--- src/rtl/audio_i2s_tx_fifo.sv ---
// audio_i2s_tx_fifo
//   I2S / left-justified audio DAC serialiser fed from a stereo frame FIFO,
//   with a built-in square-wave test tone.
// Ports
//   iCLK, iRST      codec control clock, async active-high reset
//   iEnable         run serialiser (FIFO accepts regardless)
//   iMode           0 I2S, 1 LJ, 2 test tone (I2S framing), 3 acts as 0
//   iData/iValid    {left,right} frame push; oReady = room available
//   oFifoLevel      frames stored
//   oUnderrun       1-cycle pulse when a frame boundary finds the FIFO empty
//   oAUD_BCK/LRCK/DATA  codec pins
module audio_i2s_tx_fifo #(
  parameter int SAMPLE_W   = 16,
  parameter int SLOT_W     = 16,
  parameter int BCLK_DIV   = 6,
  parameter int FIFO_DEPTH = 8,
  parameter int TONE_HALF  = 24
) (
  input  logic                          iCLK,
  input  logic                          iRST,
  input  logic                          iEnable,
  input  logic [1:0]                    iMode,
  input  logic [2*SAMPLE_W-1:0]         iData,
  input  logic                          iValid,
  output logic                          oReady,
  output logic [$clog2(FIFO_DEPTH):0]   oFifoLevel,
  output logic                          oUnderrun,
  output logic                          oAUD_BCK,
  output logic                          oAUD_LRCK,
  output logic                          oAUD_DATA
);
  localparam int AW = $clog2(FIFO_DEPTH);
  localparam int LW = AW + 1;
  localparam int DW = (BCLK_DIV > 1) ? $clog2(BCLK_DIV) : 1;
  localparam int BW = $clog2(2*SLOT_W);
  localparam int TW = (TONE_HALF > 1) ? $clog2(TONE_HALF) : 1;
  localparam logic [DW-1:0] DIV_MAX   = DW'(BCLK_DIV-1);
  localparam logic [BW-1:0] BIT_MAX   = BW'(2*SLOT_W-1);
  localparam logic [BW-1:0] SLOT_P    = BW'(SLOT_W);
  localparam logic [TW-1:0] TONE_LAST = TW'(TONE_HALF-1);
  localparam logic [LW-1:0] DEPTH_L   = LW'(FIFO_DEPTH);
  localparam logic [SAMPLE_W-1:0] TONE_POS = {2'b01, {(SAMPLE_W-2){1'b0}}};
  localparam logic [SAMPLE_W-1:0] TONE_NEG = {2'b11, {(SAMPLE_W-2){1'b0}}};

  typedef enum logic {IDLE, RUN} state_t;

  state_t                state_q, state_d;
  logic [DW-1:0]         div_q, div_d;
  logic [BW-1:0]         bit_q, bit_d;
  logic                  bck_q, bck_d, lrck_q, lrck_d, data_q, data_d;
  logic                  dly_q, dly_d;       // I2S one-BCK delay of the LJ stream
  logic [2*SAMPLE_W-1:0] frame_q, frame_d;
  logic [1:0]            mode_q, mode_d;
  logic                  tone_neg_q, tone_neg_d;
  logic [TW-1:0]         tcnt_q, tcnt_d;
  logic                  und_q, und_d;
  logic [LW-1:0]         level_q, level_d;
  logic                  ready_q, ready_d;
  logic [AW-1:0]         wr_ptr_q, wr_ptr_d, rd_ptr_q, rd_ptr_d;
  logic [2*SAMPLE_W-1:0] mem_q [FIFO_DEPTH];
  logic                  push, pop, lj_w;

  // Slot bit k carries sample bit SAMPLE_W-1-k; shifting left by k past the
  // sample width yields the zero padding for free.
  function automatic logic lj_bit(input logic [2*SAMPLE_W-1:0] f, input logic [BW-1:0] p);
    logic [SAMPLE_W-1:0] s;
    int k;
    s = (p >= SLOT_P) ? f[SAMPLE_W-1:0] : f[2*SAMPLE_W-1:SAMPLE_W];
    k = (p >= SLOT_P) ? int'(p) - SLOT_W : int'(p);
    s = s << k;
    return s[SAMPLE_W-1];
  endfunction

  assign push = iValid & ready_q;

  always_comb begin
    state_d = state_q;  div_d = div_q;   bit_d = bit_q;
    bck_d = bck_q;      lrck_d = lrck_q; data_d = data_q;  dly_d = dly_q;
    frame_d = frame_q;  mode_d = mode_q;
    tone_neg_d = tone_neg_q;  tcnt_d = tcnt_q;
    und_d = 1'b0;  pop = 1'b0;  lj_w = 1'b0;
    case (state_q)
      IDLE: if (iEnable) state_d = RUN;
      RUN: begin
        if (!iEnable) begin
          // abandon the frame in flight; pins idle from the next cycle
          state_d = IDLE;  div_d = '0;  bit_d = BIT_MAX;
          bck_d = 1'b0;  lrck_d = 1'b0;  data_d = 1'b0;  dly_d = 1'b0;
        end else if (div_q == DIV_MAX) begin
          div_d = '0;
          bck_d = ~bck_q;
          if (bck_q) begin
            // falling BCK edge
            bit_d = (bit_q == BIT_MAX) ? '0 : bit_q + 1'b1;
            if (bit_d == '0) begin
              mode_d = (iMode == 2'd3) ? 2'd0 : iMode;
              if (mode_d == 2'd2) begin
                frame_d = tone_neg_q ? {TONE_NEG, TONE_NEG} : {TONE_POS, TONE_POS};
                if (tcnt_q == TONE_LAST) begin
                  tcnt_d = '0;
                  tone_neg_d = ~tone_neg_q;
                end else begin
                  tcnt_d = tcnt_q + 1'b1;
                end
              end else if (level_q != '0) begin
                pop = 1'b1;
                frame_d = mem_q[rd_ptr_q];
              end else begin
                frame_d = '0;
                und_d = 1'b1;
              end
            end
            lj_w   = lj_bit(frame_d, bit_d);
            lrck_d = (bit_d >= SLOT_P);
            data_d = (mode_d == 2'd1) ? lj_w : dly_q;
            dly_d  = lj_w;
          end
        end else begin
          div_d = div_q + 1'b1;
        end
      end
      default: state_d = IDLE;
    endcase
  end

  // FIFO bookkeeping; pop only ever sees the pre-push level
  always_comb begin
    wr_ptr_d = push ? wr_ptr_q + 1'b1 : wr_ptr_q;
    rd_ptr_d = pop  ? rd_ptr_q + 1'b1 : rd_ptr_q;
    level_d  = level_q;
    if (push && !pop)      level_d = level_q + 1'b1;
    else if (pop && !push) level_d = level_q - 1'b1;
    ready_d  = (level_d < DEPTH_L);
  end

  always_ff @(posedge iCLK or posedge iRST) begin
    if (iRST) begin
      state_q <= IDLE;  div_q <= '0;  bit_q <= BIT_MAX;
      bck_q <= 1'b0;  lrck_q <= 1'b0;  data_q <= 1'b0;  dly_q <= 1'b0;
      frame_q <= '0;  mode_q <= '0;  tone_neg_q <= 1'b0;  tcnt_q <= '0;
      und_q <= 1'b0;  level_q <= '0;  ready_q <= 1'b0;
      wr_ptr_q <= '0;  rd_ptr_q <= '0;
    end else begin
      state_q <= state_d;  div_q <= div_d;  bit_q <= bit_d;
      bck_q <= bck_d;  lrck_q <= lrck_d;  data_q <= data_d;  dly_q <= dly_d;
      frame_q <= frame_d;  mode_q <= mode_d;  tone_neg_q <= tone_neg_d;  tcnt_q <= tcnt_d;
      und_q <= und_d;  level_q <= level_d;  ready_q <= ready_d;
      wr_ptr_q <= wr_ptr_d;  rd_ptr_q <= rd_ptr_d;
    end
  end

  always_ff @(posedge iCLK) begin
    if (push) mem_q[wr_ptr_q] <= iData;
  end

  assign oReady     = ready_q;
  assign oFifoLevel = level_q;
  assign oUnderrun  = und_q;
  assign oAUD_BCK   = bck_q;
  assign oAUD_LRCK  = lrck_q;
  assign oAUD_DATA  = data_q;
endmodule
--- config.mk ---
export PLATFORM = sky130hd
export DESIGN_NAME = audio_i2s_tx_fifo
export DESIGN_NICKNAME = d
export VERILOG_FILES = /design/src/rtl/audio_i2s_tx_fifo.sv
export SDC_FILE = /design/constraint.sdc
export NUM_CORES = 1
export LEC_CHECK = 0
export CAP_MARGIN = 20
export CORE_MARGIN = 2
export CORE_UTILIZATION = 40
export DETAILED_ROUTE_END_ITERATION = 8
export DONT_BUFFER_PORTS = 1
export PLACE_DENSITY = 0.56
export SLEW_MARGIN = 20
export SYNTH_ARGS = -nofsm -noshare
export SYNTH_HDL_FRONTEND = slang
export SYNTH_SLANG_ARGS = --single-unit
export TNS_END_PERCENT = 30
--- constraint.sdc ---
create_clock -name iCLK -period 11.3 [get_ports iCLK]
set_input_delay 1.13 -clock iCLK [delete_from_list [all_inputs] [get_ports iCLK]]
set_output_delay 1.13 -clock iCLK [all_outputs]
set_load 0.05 [all_outputs]
### After elaboration in Yosys (flattened, before gate mapping)

Memories as Yosys holds them, arrays and structs flattened.
Index checks and enable logic that the tools add are counted.

| storage, ports and cells | value |
|---|---|
| flip-flop bits (word level) | 65 |
| bits in writable memories | 256 |
| input port bits | 38 |
| output and inout port bits | 9 |
| logic and storage cells | 104 |
| memories | 1 |

| cells by class | value |
|---|---|
| add/sub/neg operators | 8 |
| magnitude comparators | 2 |
| eq/ne operators | 8 |
| shifts and indexed selects | 1 |
| multiplexer cells | 54 |
| bitwise logic cells | 3 |
| reductions and logical operators | 11 |

Memories:

| memory | depth | bits a word | read ports | clocked after Yosys merged registers in | wr ports | RTL line | text |
|---|---|---|---|---|---|---|---|
| mem_q | 8 | 32 | 1 | 0 | 1 | 60 | `logic [2*SAMPLE_W-1:0] mem_q [FIFO_DEPTH];` |

Operator list:

| kind | count |
|---|---|
| $mux W32 | 9 |
| $shl A16 B32 Y16 | 1 |
| $mux W1 | 29 |
| $mux W5 | 5 |
| $mux W16 | 1 |
| $mux W2 | 6 |
| $add A5 B1 Y5 const B | 2 |
| $eq A5 B5 Y1 const B | 2 |
| $add A3 B1 Y3 const B | 3 |
| $mux W4 | 2 |
| $reduce_and A7 Y1 | 1 |
| $mux W3 | 2 |
| $reduce_and A6 Y1 | 1 |
| $sub A5 B5 Y6 const B | 1 |
| $ge A5 B5 Y1 const B | 1 |
| $logic_not A5 Y1 | 1 |
| $add A4 B1 Y4 const B | 1 |
| $eq A2 B2 Y1 const B | 2 |
| $lt A4 B4 Y1 const B | 1 |
| $ne A2 B1 Y1 const B | 2 |
| $reduce_and A4 Y1 | 1 |
| $reduce_bool A4 Y1 | 1 |
| $sub A4 B1 Y4 const B | 1 |
| $eq A3 B3 Y1 const B | 1 |
| 7 further kinds | 10 |

### Longest topological paths before layout

Gate-level depths: netlist of run 1.

| depth | value |
|---|---|
| word-level depth | 15 |
| mapped depth | 17 |
| gate-level depth less buffers | 13 |

### Worst setup path after synthesis of run 1

Ideal clock, no wire load.

| timing path | value |
|---|---|
| path type | input to register |
| from | input iValid |
| to | memory mem_q[0][0] in the netlist's numbering, enable pin |
| setup time | 0.502 ns |
| arrival time | 4.406 ns |
| data required time | 10.798 ns |
| path slack | 6.392 ns |
| cell stages on the path | 2 |
| path buffers | 0 |
| cell sequence | nand2_1 > nor4_1 |

| between the ends | value |
|---|---|
| longest elaborated chain between the ends | 3 |

RTL lines:

| item | RTL line | text |
|---|---|---|
| start: declaration | 24 | `input logic iValid,` |
| $and A1 B1 Y1 | 74 | `assign push = iValid & ready_q;` |
| $mux W1 | 153 | `if (push) mem_q[wr_ptr_q] <= iData;` |
| $mux W1 (not written as such) | 153 |  |
| end: declaration | 60 |  |

Every way passes these cells.

### Worst setup path after layout of run 1

| timing path | value |
|---|---|
| from | register bit_q[0] |
| to | register ready_q (netlist: oReady) |

| between the ends | value |
|---|---|
| longest elaborated chain between the ends | 12 |
| elaborated cells between the ends (all ways) | 15 |
| those cells by class | add/sub (1); order compare (1); eq/ne (1); mux (8); reduce/logical (4) |

RTL lines:

| item | RTL line | text |
|---|---|---|
| start: declaration | 49 | `logic [BW-1:0] bit_q, bit_d;` |
| start signal: assignment | 144 | `state_q <= state_d; div_q <= div_d; bit_q <= bit_d;` |
| $add A5 B1 Y5 or $eq A5 B5 Y1 (tied branches) | 94 | `bit_d = (bit_q == BIT_MAX) ? '0 : bit_q + 1'b1;` |
| $mux W5 (*) | 94 |  |
| $logic_not A5 Y1 (*) | 95 | `if (bit_d == '0) begin` |
| $mux W1 (*) | 95 |  |
| $mux W1 (*) | 92 | `if (bck_q) begin` |
| $mux W1 (*) | 89 | `end else if (div_q == DIV_MAX) begin` |
| $mux W1 (*) | 85 | `if (!iEnable) begin` |
| $mux W1 (*) | 82 | `case (state_q)` |
| $logic_and A1 B1 Y1 or $logic_not A1 Y1 (tied branches) | 132, 131 |  |
| $mux W4 or $logic_and A1 B1 Y1 (tied branches) | 132, 131 |  |
| $mux W4 (*) | 131 | `if (push && !pop) level_d = level_q + 1'b1;` |
| via level_d[3] | 57 | `logic [LW-1:0] level_q, level_d;` |
| $lt A4 B4 Y1 (*) | 133 | `ready_d = (level_d < DEPTH_L);` |
| via ready_d | 58 | `logic ready_q, ready_d;` |
| end signal: assignment | 147 | `und_q <= und_d; level_q <= level_d; ready_q <= ready_d;` |
| end: declaration | 58 |  |

Mark *: on every way through the listed nets, which the timed path passes. The rest lies on a longest branch.
A chain may end at the register's enable or synchronous reset.

==> results of run 1 <==
-- worst min-delay path, stage by stage (launching register included) --
cell	delay [ns]
dfrtp_1	0.35
nand2_1	0.05
o31ai_1	0.05
-- cells in the final DEF, fill, tap and decap left out, drive strengths merged, types with 4 or more instances in the layout --
cell / n
mux2i: 34
buf: 14
mux4: 62
a21oi: 15
mux2: 11
nor2: 23
nand2b: 7
ha: 10
xnor2: 8
a211oi: 4
bufinv: 6
nand3b: 4
nor2b: 8
dfstp: 5
nor3b: 4
nor3: 8
clkinv: 8
dfrtp: 60
nand3: 6
edfxtp: 256
a31oi: 5
a22o: 4
o21ai: 47
nand2: 64
inv: 16
clkbuf: 45
-- sequential cells by signal (all words and copies together) (netlist names), 2 cells and up --
register	count
mode_q	2
bit_q	5
oFifoLevel	4
rd_ptr_q	3
frame_q	32
mem_q	256
wr_ptr_q	3
div_q	3
tcnt_q	5
-- power groups by stage --
| stage | clock [µW] | combinational, µW | sequential (µW) |
|---|---|---|---|
| final | 1170 | 334 | 1530 |
| after global routing | 1250 | 369 | 1540 |
| after CTS | 1200 | 344 | 1530 |
| after detailed placement | 0 | 344 | 1550 |
| after global placement | 0 | 337 | 1540 |
| after floorplan | 0 | 231 | 1530 |
-- area by class of cell --
| cell class | instances | area share |
|---|---|---|
| Clock buffer | 45 | 0.0634 |
| Clock inverter | 17 | 0.0173 |
| Inverter | 15 | 0.00382 |
| Multi-Input combinational cell | 374 | 0.236 |
| Sequential cell | 321 | 0.633 |
| Tap cell | 442 | 0.0376 |
| Timing Repair Buffer | 14 | 0.00824 |
-- logic make-up after synthesis --
group	after synthesis
AO/OA/AOI/OAI	106
multiplexers	107
XOR/XNOR	10
buffers and inverters	51
AND/OR/NAND/NOR	141
adder cells (fa/ha/maj)	10
flip-flops	321
-- worst max-delay path by stage --
stage,start,to,slack [ns],depth (start not counted)
floorplan,iValid,mem_q[0][0]$_DFFE_PP_,6.39,2
global placement,bit_q[0]$_DFFE_PP1P_,oReady$_DFF_PP0_,6.52,12
detailed placement,bit_q[0]$_DFFE_PP1P_,oReady$_DFF_PP0_,6.23,12
CTS,bit_q[0]$_DFFE_PP1P_,oReady$_DFF_PP0_,6.23,12
global route,bit_q[0]$_DFFE_PP1P_,oReady$_DFF_PP0_,5.81,12
finish,bit_q[0]$_DFFE_PP1P_,oReady$_DFF_PP0_,6.20,12
-- per-stage QoR --
step                power, µW  hold WS, ns   util  setup slack (ns)  cell area, µm²
detailed placement       1900        0.474  0.419              6.23           13500
global route             3160        0.514  0.456              5.81           14700
floorplan                1760        0.441      -              6.39           13000
global placement         1880        0.466  0.419              6.52           13500
CTS                      3080        0.489  0.455              6.23           14700
finish                   3040        0.484  0.456              6.20           14700
-- per-layer routing --
layer  global-route usage  part of all wire  vias to the layer above
met5                    0                 0                        -
met3               0.0395             0.058                       47
met1                0.218              0.43                     3397
met4               0.0666             0.031                        0
met2                0.272              0.48                      140
li1                     -                 -                     2967
==> reports/results.ini, run 1 <==
[synthesis]
synth_edf_count = 256
yosysTopAreaCellShare = 0.591
synth.most_common_cell = edfxtp_1
synthTopCellsByCount = 256 x edfxtp_1, 64 x nand2_1, 62 x mux4_2
syn-num-nets = 794
synth-async-reset-ratio = 0.202
ys_types = 63
syn_area_per_cell_um2 = 17.4
synthCells = 746
synth-seq-area-share = 0.717
synth-warning-count = 0
yosys.area_share.simple = 0.0517
muxShareOfSynthArea = 0.143
synth.area.top_cells = edfxtp_1 59%, dfrtp_1 12%, mux4_2 11%, mux2i_1 2.6%, nand2_1 1.8%
synth_top_area_cell = edfxtp_1
synth_top_family_by_area = multiplexers
synth_xor_area_frac = 0.00674
syn_area_um2 = 13000
synth_compound_area_frac = 0.0524
ys.flop_type = edfxtp_1
ys_ff_latch = 321
synth_adder_area_share = 0.00962

[power_and_ir_drop]
power_density_nw_per_um2 = 206
p_sw_frac = 0.248
power_frac_seq = 0.503
p_clk_frac = 0.387
vdd_drop_max_mv = 0.121
leakagePower_uw = 0.00485
p_int_uw = 2280
p_sw_uw = 753
p_comb_frac = 0.110

[cells_and_area]
area_delta_synth_final_pct = 13.3
multi_input_area_um2 = 3480
nFillCells = 2742
nets = 808
final_cells = 1228
seqCellArea_um2 = 9330
diodes = 0
drive_above_1_share = 0.206

[timing]
fin_crit_ns = 5.10
maxSlewHeadroom = 0.300
slew_viol_final = 0
worst_pin_slew_ns = 1.05
min_period_over_period = 0.451
max_freq_mhz = 196
hold_viol = 0
setup_viol = 0
grt_setup_unrepaired = no
setup-tns-final_ns = 0
fin_skew_ns = 0.0159

[worst_hold_path]
worstHoldStart = frame_q[17]$_DFFE_PP0P_
hold-path-endpoint = frame_q[17]$_DFFE_PP0P_
hold_depth = 2
hold_class = reg -> reg

[floorplanning]
core-area_um2 = 32300
ios = 47
die_w_um = 184
dieArea_um2 = 34000
start_util = 0.403
die_y_um = 184
num_rows = 66

[cts]
ctsResizeCount = 0
clk_pin_slew_ns = 0.06
ctsHtreeMaxLevel = 2
cts_hold_buf = 0
root_buffer = clkbuf_16
cts_setup_buffers = 0
cts_tree = built
clock_latency_ns = 0.51
clock_path_buffers = 3
clkSinkCount = 321
cts_buffers = 34

[drt]
first_iter_violations = 509
routed_wl_um = 27400
ant_nets = 0
vias_per_cell = 5.33
wl_per_cell_um = 22.3
vias = 6551
drc_errors = 0
drt_pre_antenna_iters = 4

[place]
hpwl_um = 15600
numPortBuffers = 0
place.gp.congestion = 0.811
place_inst = 1165

[worst_setup_path]
path_cells = ha_1, and3_1, ha_1, clkinv_1, a31oi_1, or2_1, or3_1, ha_1, nand4_1, o41ai_1, xor2_1, inv_1
path_class = reg -> reg
cp_slowest_stage_delay_ns = 0.86
crit_family = simple AND/OR/NAND/NOR gates
rr_startpoint = bit_q[0]$_DFFE_PP1P_
endpoint_kind = flip-flop
critical_path_peak_fanout = 28
rr_worst_depth = 12
crit_arrival_ns = 5.49
cp-start-kind = flip-flop
slowest_stage = or3_1
worstPathRequired_ns = 11.69
r2r-end = oReady$_DFF_PP0_
critPathMostFrequentCell = ha_1
regToRegSetupSlack_ns = 6.20
path_buf_inv = 2

[job]
maxCapViolCount = 0

[grt]
track_usage = 0.167
overflow = 0
grt_max_degree = 67
grt_pass1_wl_um = 41700
antenna_found_initial = 0
grt_pass1_vias = 6885

[run_status]
status = finished clean

Power figures use the tool's default switching activity.
==> inputs of run 2 (changes only) <==
- clock period: 11.3 -> 4.8 ns (I/O delays scaled with it)
==> run 2 against run 1 <==
Effect of this change: cell area shrank 0.97%; critical path depth unchanged; sequential cell count is the same; clock skew grew 0.0087 ns; largest cell class unchanged; via count grew 1.3%.
==> reports/results.ini, run 2 (synthesized netlist as in run 1, its figures left out) <==
[cells_and_area]
diodes = 0  ; unchanged
reg.largest.list = mem_q x256, frame_q x32  ; unchanged
final_common_cell = edfxtp_1  ; unchanged
top_register = mem_q  ; unchanged
drive_above_1_share = 0.204  ; was 0.206
largest_register_ffs = 256  ; unchanged
area_delta_synth_final_pct = 12.2  ; was 13.3%
final_cell_mix = 256 x edfxtp_1, 64 x nand2_1, 62 x mux4_2  ; unchanged
nFillCells = 2735  ; was 2742
nets = 814  ; was 808

[grt]
grt_pass1_wl_um = 41900  ; was 41700 µm
antenna_found_initial = 0  ; unchanged
grt.busiest_layer = met2  ; unchanged
grtUsageMet1 = 0.222  ; was 0.218
met3_usage = 0.0375  ; was 0.0395
overflow = 0  ; unchanged
grt_max_degree = 66  ; was 67
track_usage = 0.168  ; was 0.167
grtUsageMet2 = 0.278  ; was 0.272
grt_pass1_vias = 6875  ; was 6885

[drt]
routed_wl_um = 27700  ; was 27400 µm
drt_pre_antenna_iters = 7  ; was 4
wl_per_cell_um = 22.5  ; was 22.3 µm
drc_errors = 0  ; unchanged
vias_per_cell = 5.39  ; was 5.33
first_iter_violations = 337  ; was 509
vias = 6636  ; was 6551
ant_nets = 0  ; unchanged

[power_and_ir_drop]
vdd_drop_max_mv = 0.223  ; was 0.121 mV
leakagePower_uw = 0.00480  ; was 0.00485 µW
power.total_uw = 6810  ; was 3040 µW
power_density_nw_per_um2 = 467  ; was 206 nW/µm²

[job]
maxCapViolCount = 0  ; unchanged

[cts]
clk_pin_slew_ns = 0.06  ; about the same
clkSinkCount = 321  ; unchanged
clock_path_buffers = 3  ; unchanged
ctsHtreeMaxLevel = 2  ; unchanged
clock_latency_ns = 0.51  ; about the same
root_buffer = clkbuf_16  ; unchanged
cts_buffers = 35  ; was 34
cts_tree = built  ; unchanged

[worst_setup_path]
path_class = reg -> reg  ; unchanged
cp-start-kind = flip-flop  ; unchanged
worstPathRequired_ns = 5.19  ; was 11.69 ns
crit_arrival_ns = 4.62  ; was 5.49 ns
critical_path_peak_fanout = 17  ; was 28
endpoint_kind = flip-flop  ; unchanged

[floorplanning]
start_util = 0.403  ; unchanged
num_rows = 66  ; unchanged
core-area_um2 = 32300  ; unchanged
die_y_um = 184  ; unchanged
die_w_um = 184  ; unchanged
ios = 47  ; unchanged
dieArea_um2 = 34000  ; unchanged

[place]
dpl_worst_slack_ns = 0.616  ; was 6.23 ns
hpwl_um = 16400  ; was 15600 µm
numPortBuffers = 0  ; unchanged
place.gp.congestion = 0.853  ; was 0.811

[worst_hold_path]
hold_class = in -> reg  ; was reg -> reg

[timing]
fin_hold_ws_ns = 0.0665  ; was 0.484 ns
setup_viol = 0  ; unchanged
grt_setup_unrepaired = no  ; unchanged
min_period_over_period = 0.880  ; was 0.451
max_freq_mhz = 237  ; was 196 MHz
worst_slack_ns = 0.575  ; was 6.20 ns
slew_viol_final = 0  ; unchanged
maxSlewHeadroom = 0.440  ; was 0.300
worst_pin_slew_ns = 0.841  ; was 1.05 ns
fin_skew_ns = 0.0245  ; was 0.0159 ns
fin_crit_ns = 4.23  ; was 5.10 ns
setup-tns-final_ns = 0  ; unchanged
hold_viol = 0  ; unchanged

[run_status]
status = finished clean  ; unchanged

[run 2: cell count changes in the layout (fill, tap and decap cells not counted)]
cell           before  now
buf_4              12   18
bufinv_16           6    1
clkinv_2            4    7
clkbuf_1            8   10
clkbuf_8            2    0
clkinv_1            4    6
buf_12              1    0
buf_6               1    0
clkinv_4            0    1
clkinvlp_4          2    1
dlygate4sd3_1       0    1
inv_16              1    0
[run 2: power breakdown]
part / internal [µW] / switching, µW / leakage, µW / total [µW]
logic: 292 / 490 / 0.00112 / 782
registers: 3380 / 227 / 0.00318 / 3610
clock network: 1400 / 1020 / 0.000501 / 2420
total: 5080 / 1730 / 0.00480 / 6810
[run 2: worst max-delay path: stages, from the launching register on]
cell,delay [ns]
dfstp_2,0.75
ha_1,0.39
and3_1,0.20
ha_1,0.46
nor2b_1,0.09
mux2_4,0.33
or2_1,0.36
or3_1,0.45
ha_1,0.28
nand2b_1,0.21
o41ai_1,0.33
xor2_1,0.21
inv_1,0.05
[run 2: layer usage]
layer,wire (µm),share of wire
met1,12300,0.44
met2,13400,0.48
met4,719,0.026
met5,0,0
met3,1310,0.047
[run 2: cell type report]
type | count | area, µm² | share of cell area
clock buffers | 45 | 913 | 0.0626
clock inverters | 16 | 109 | 0.00746
inverters | 15 | 56.3 | 0.00386
multi-input cells | 374 | 3480 | 0.239
flip-flops and latches | 321 | 9330 | 0.640
well taps | 442 | 553 | 0.0379
repair buffers | 19 | 145 | 0.00995
[run 2: final timing paths]
| path | startpoint | end | slack [ns] | cells after the start |
|---|---|---|---|---|
| min in group asynchronous | iRST | oFifoLevel[2]$_DFFE_PP0P_ | 0.10 | 2 |
| hold / removal | iData[19] | mem_q[3][19]$_DFFE_PP_ | 0.07 | 0 |
| max in group asynchronous | iRST | rd_ptr_q[0]$_DFFE_PP0P_ | 4.06 | 2 |
| setup / recovery | bit_q[0]$_DFFE_PP1P_ | oReady$_DFF_PP0_ | 0.57 | 12 |
| hold reg to reg | frame_q[17]$_DFFE_PP0P_ | frame_q[17]$_DFFE_PP0P_ | 0.48 | 2 |
| setup reg to reg | bit_q[0]$_DFFE_PP1P_ | oReady$_DFF_PP0_ | 0.57 | 12 |
[run 2: repair_timing]
action	in CTS	in global routing
setup buffers	0	0
hold buffers	1	0
endpoints found under the hold margin	1	0
endpoints found under the setup margin	0	0
gates resized for setup	0	0
[run 2: through the flow]
stage | instance area [µm²] | util | std cells
after floorplan | 13000 | - | 746
after global placement | 13600 | 0.420 | 1170
after detailed placement | 13600 | 0.420 | 1170
after CTS | 14600 | 0.452 | 1232
after global routing | 14600 | 0.452 | 1232
final | 14600 | 0.452 | 1232
==> inputs of run 3 (changes only) <==
- PLACE_DENSITY: 0.56 -> default
==> run 3 against run 2 <==
Effect of this change: sequential power hardly changed; setup slack better by 0.12 ns; die area unchanged; sequential cell count is the same; first-iteration DRC count is 70% higher; sequential share of layout area is 0.80 points lower; critical path type unchanged.
==> reports/results.ini, run 3 (synthesized netlist as in run 1, its figures left out) <==
[floorplanning]
die_y_um = 184  ; unchanged
die_w_um = 184  ; unchanged
core-area_um2 = 32300  ; unchanged
start_util = 0.403  ; unchanged
num_rows = 66  ; unchanged
ios = 47  ; unchanged
dieArea_um2 = 34000  ; unchanged

[drt]
vias_per_cell = 5.28  ; was 5.39
routed_wl_um = 26200  ; was 27700 µm
first_iter_violations = 574  ; was 337
vias = 6516  ; was 6636
drc_errors = 0  ; unchanged
wl_per_cell_um = 21.2  ; was 22.5 µm
ant_nets = 0  ; unchanged
drt_pre_antenna_iters = 5  ; was 7

[place]
place.gp.congestion = 0.873  ; was 0.853
numPortBuffers = 0  ; unchanged
place_inst = 1168  ; was 1170
place_area_um2 = 13500  ; was 13600 µm²
hpwl_um = 15300  ; was 16400 µm

[cells_and_area]
largest_register_ffs = 256  ; unchanged
final_cells = 1233  ; was 1232
top_register = mem_q  ; unchanged
reg.largest.list = mem_q x256, frame_q x32  ; unchanged
nets = 812  ; was 814
diodes = 0  ; unchanged
final_common_cell = edfxtp_1  ; unchanged
final_cell_mix = 256 x edfxtp_1, 64 x nand2_1, 62 x mux4_2  ; unchanged
drive_above_1_share = 0.211  ; was 0.204
post-route-util = 0.457  ; was 0.452
final_area_um2 = 14800  ; was 14600 µm²
area_delta_synth_final_pct = 13.6  ; was 12.2%

[worst_setup_path]
startpoint = bit_q[0]$_DFFE_PP1P_  ; unchanged
critical_path_peak_fanout = 17  ; unchanged
critPathMostFrequentCell = ha_1  ; unchanged
cp-start-kind = flip-flop  ; unchanged
rr_startpoint = bit_q[0]$_DFFE_PP1P_  ; unchanged
crit_arrival_ns = 4.50  ; was 4.62 ns
slowest_stage = dfstp_2  ; unchanged
path_cells = ha_1, and3_1, ha_1, nor2b_1, mux2_4, or2_1, or3_1, ha_1, nand2b_1, o41ai_1, xor2_1, inv_1  ; unchanged
path_class = reg -> reg  ; unchanged
endpoint_kind = flip-flop  ; unchanged
worstPathRequired_ns = 5.19  ; about the same
cp_slowest_stage_delay_ns = 0.72  ; was 0.75 ns

[grt]
grt_pass1_vias = 6661  ; was 6875
grt_pass1_wl_um = 40600  ; was 41900 µm
grt_max_degree = 66  ; unchanged
overflow = 0  ; unchanged
antenna_found_initial = 0  ; unchanged
track_usage = 0.161  ; was 0.168

[cts]
clk_pin_slew_ns = 0.06  ; about the same
cts_buffers = 35  ; unchanged
cts_tree = built  ; unchanged
clkSinkCount = 321  ; unchanged
ctsHtreeMaxLevel = 2  ; unchanged
clock_path_buffers = 3  ; unchanged
cts_setup_buffers = 0  ; unchanged
root_buffer = clkbuf_16  ; unchanged
clock_latency_ns = 0.52  ; was 0.51 ns

[timing]
hold_viol = 0  ; unchanged
max_freq_mhz = 243  ; was 237 MHz
slew_viol_final = 0  ; unchanged
grt_setup_unrepaired = no  ; unchanged
setup_viol = 0  ; unchanged
maxSlewHeadroom = 0.413  ; was 0.440
min_period_over_period = 0.856  ; was 0.880
worst_pin_slew_ns = 0.879  ; was 0.841 ns
fin_skew_ns = 0.0264  ; was 0.0245 ns
fin_crit_ns = 4.11  ; was 4.23 ns
setup-tns-final_ns = 0  ; unchanged

[power_and_ir_drop]
p_comb_frac = 0.107  ; was 0.115
p_clk_frac = 0.392  ; was 0.355
power_density_nw_per_um2 = 487  ; was 467 nW/µm²
leakagePower_uw = 0.00488  ; was 0.00480 µW
power_frac_seq = 0.500  ; was 0.530
vdd_drop_max_mv = 0.345  ; was 0.223 mV
p_sw_frac = 0.246  ; was 0.255
p_sw_uw = 1770  ; was 1730 µW
p_int_uw = 5430  ; was 5080 µW
power.total_uw = 7200  ; was 6810 µW

[run_status]
status = finished clean  ; unchanged

[worst_hold_path]
hold_class = in -> reg  ; unchanged
worstHoldStart = iData[16]  ; was iData[19]

[job]
maxCapViolCount = 0  ; unchanged

run 3: cell count changes in the layout (fill, tap and decap cells not counted), sizes merged:
cell,change
buf,-2
bufinv,+6
clkbuf,-4
clkinv,-4
clkinvlp,+2
inv,+3
run 3: critical path: cells and delay by family, from the launching register on:
family	cells	cell delay, ns
compound gates	1	0.33
buf+inv	1	0.06
fa+ha+maj	3	1.07
mux	1	0.32
flops	1	0.72
xor+xnor	1	0.21
simple gates	5	1.30
run 3: metrics by stage:
step,worst slack [ns],hold slack [ns]
4_1_cts,0.700,0.0316
6_report,0.691,0.0494
2_1_floorplan,0.287,0.441
3_3_place_gp,0.808,0.464
5_1_grt,0.399,0.0236
3_5_place_dp,0.715,0.469
run 3: per-layer routing:
metal / routed length [µm] / track usage
met5: 0 / 0
met4: 548 / 0.0496
met3: 1660 / 0.0371
met2: 12300 / 0.251
met1: 11700 / 0.225
run 3: cell type report:
class	instances	area, µm²
Multi-Input combinational cell	374	3480
Inverter	15	56.3
Clock inverter	23	305
Timing Repair Buffer	17	130
Sequential cell	321	9330
Fill cell	2775	17500
Clock buffer	41	918
Tap cell	442	553
run 3: power groups by stage:
stage / Clock [µW] / Sequential, µW / Combinational (µW)
after global placement: 0 / 3650 / 788
final: 2820 / 3600 / 773
after detailed placement: 0 / 3660 / 797
after floorplan: 0 / 3610 / 544
after CTS: 2880 / 3610 / 800
after global routing: 3010 / 3640 / 856
run 3: path summary, 6_finish.rpt:
path / to / cells past startpoint / slack, ns
max reg2reg: oReady$_DFF_PP0_ / 12 / 0.69
max in group asynchronous: rd_ptr_q[0]$_DFFE_PP0P_ / 2 / 4.04
min: mem_q[5][16]$_DFFE_PP_ / 0 / 0.05
max: oReady$_DFF_PP0_ / 12 / 0.69
min in group asynchronous: tcnt_q[0]$_DFFE_PP0P_ / 2 / 0.09
min reg2reg: frame_q[21]$_DFFE_PP0P_ / 2 / 0.48
run 3: timing repair:
| action | in CTS | in global routing |
|---|---|---|
| setup endpoints to repair | 0 | 0 |
| endpoints found under the hold margin | 1 | 0 |
| gates resized for setup | 0 | 0 |
| hold buffers | 1 | 0 |
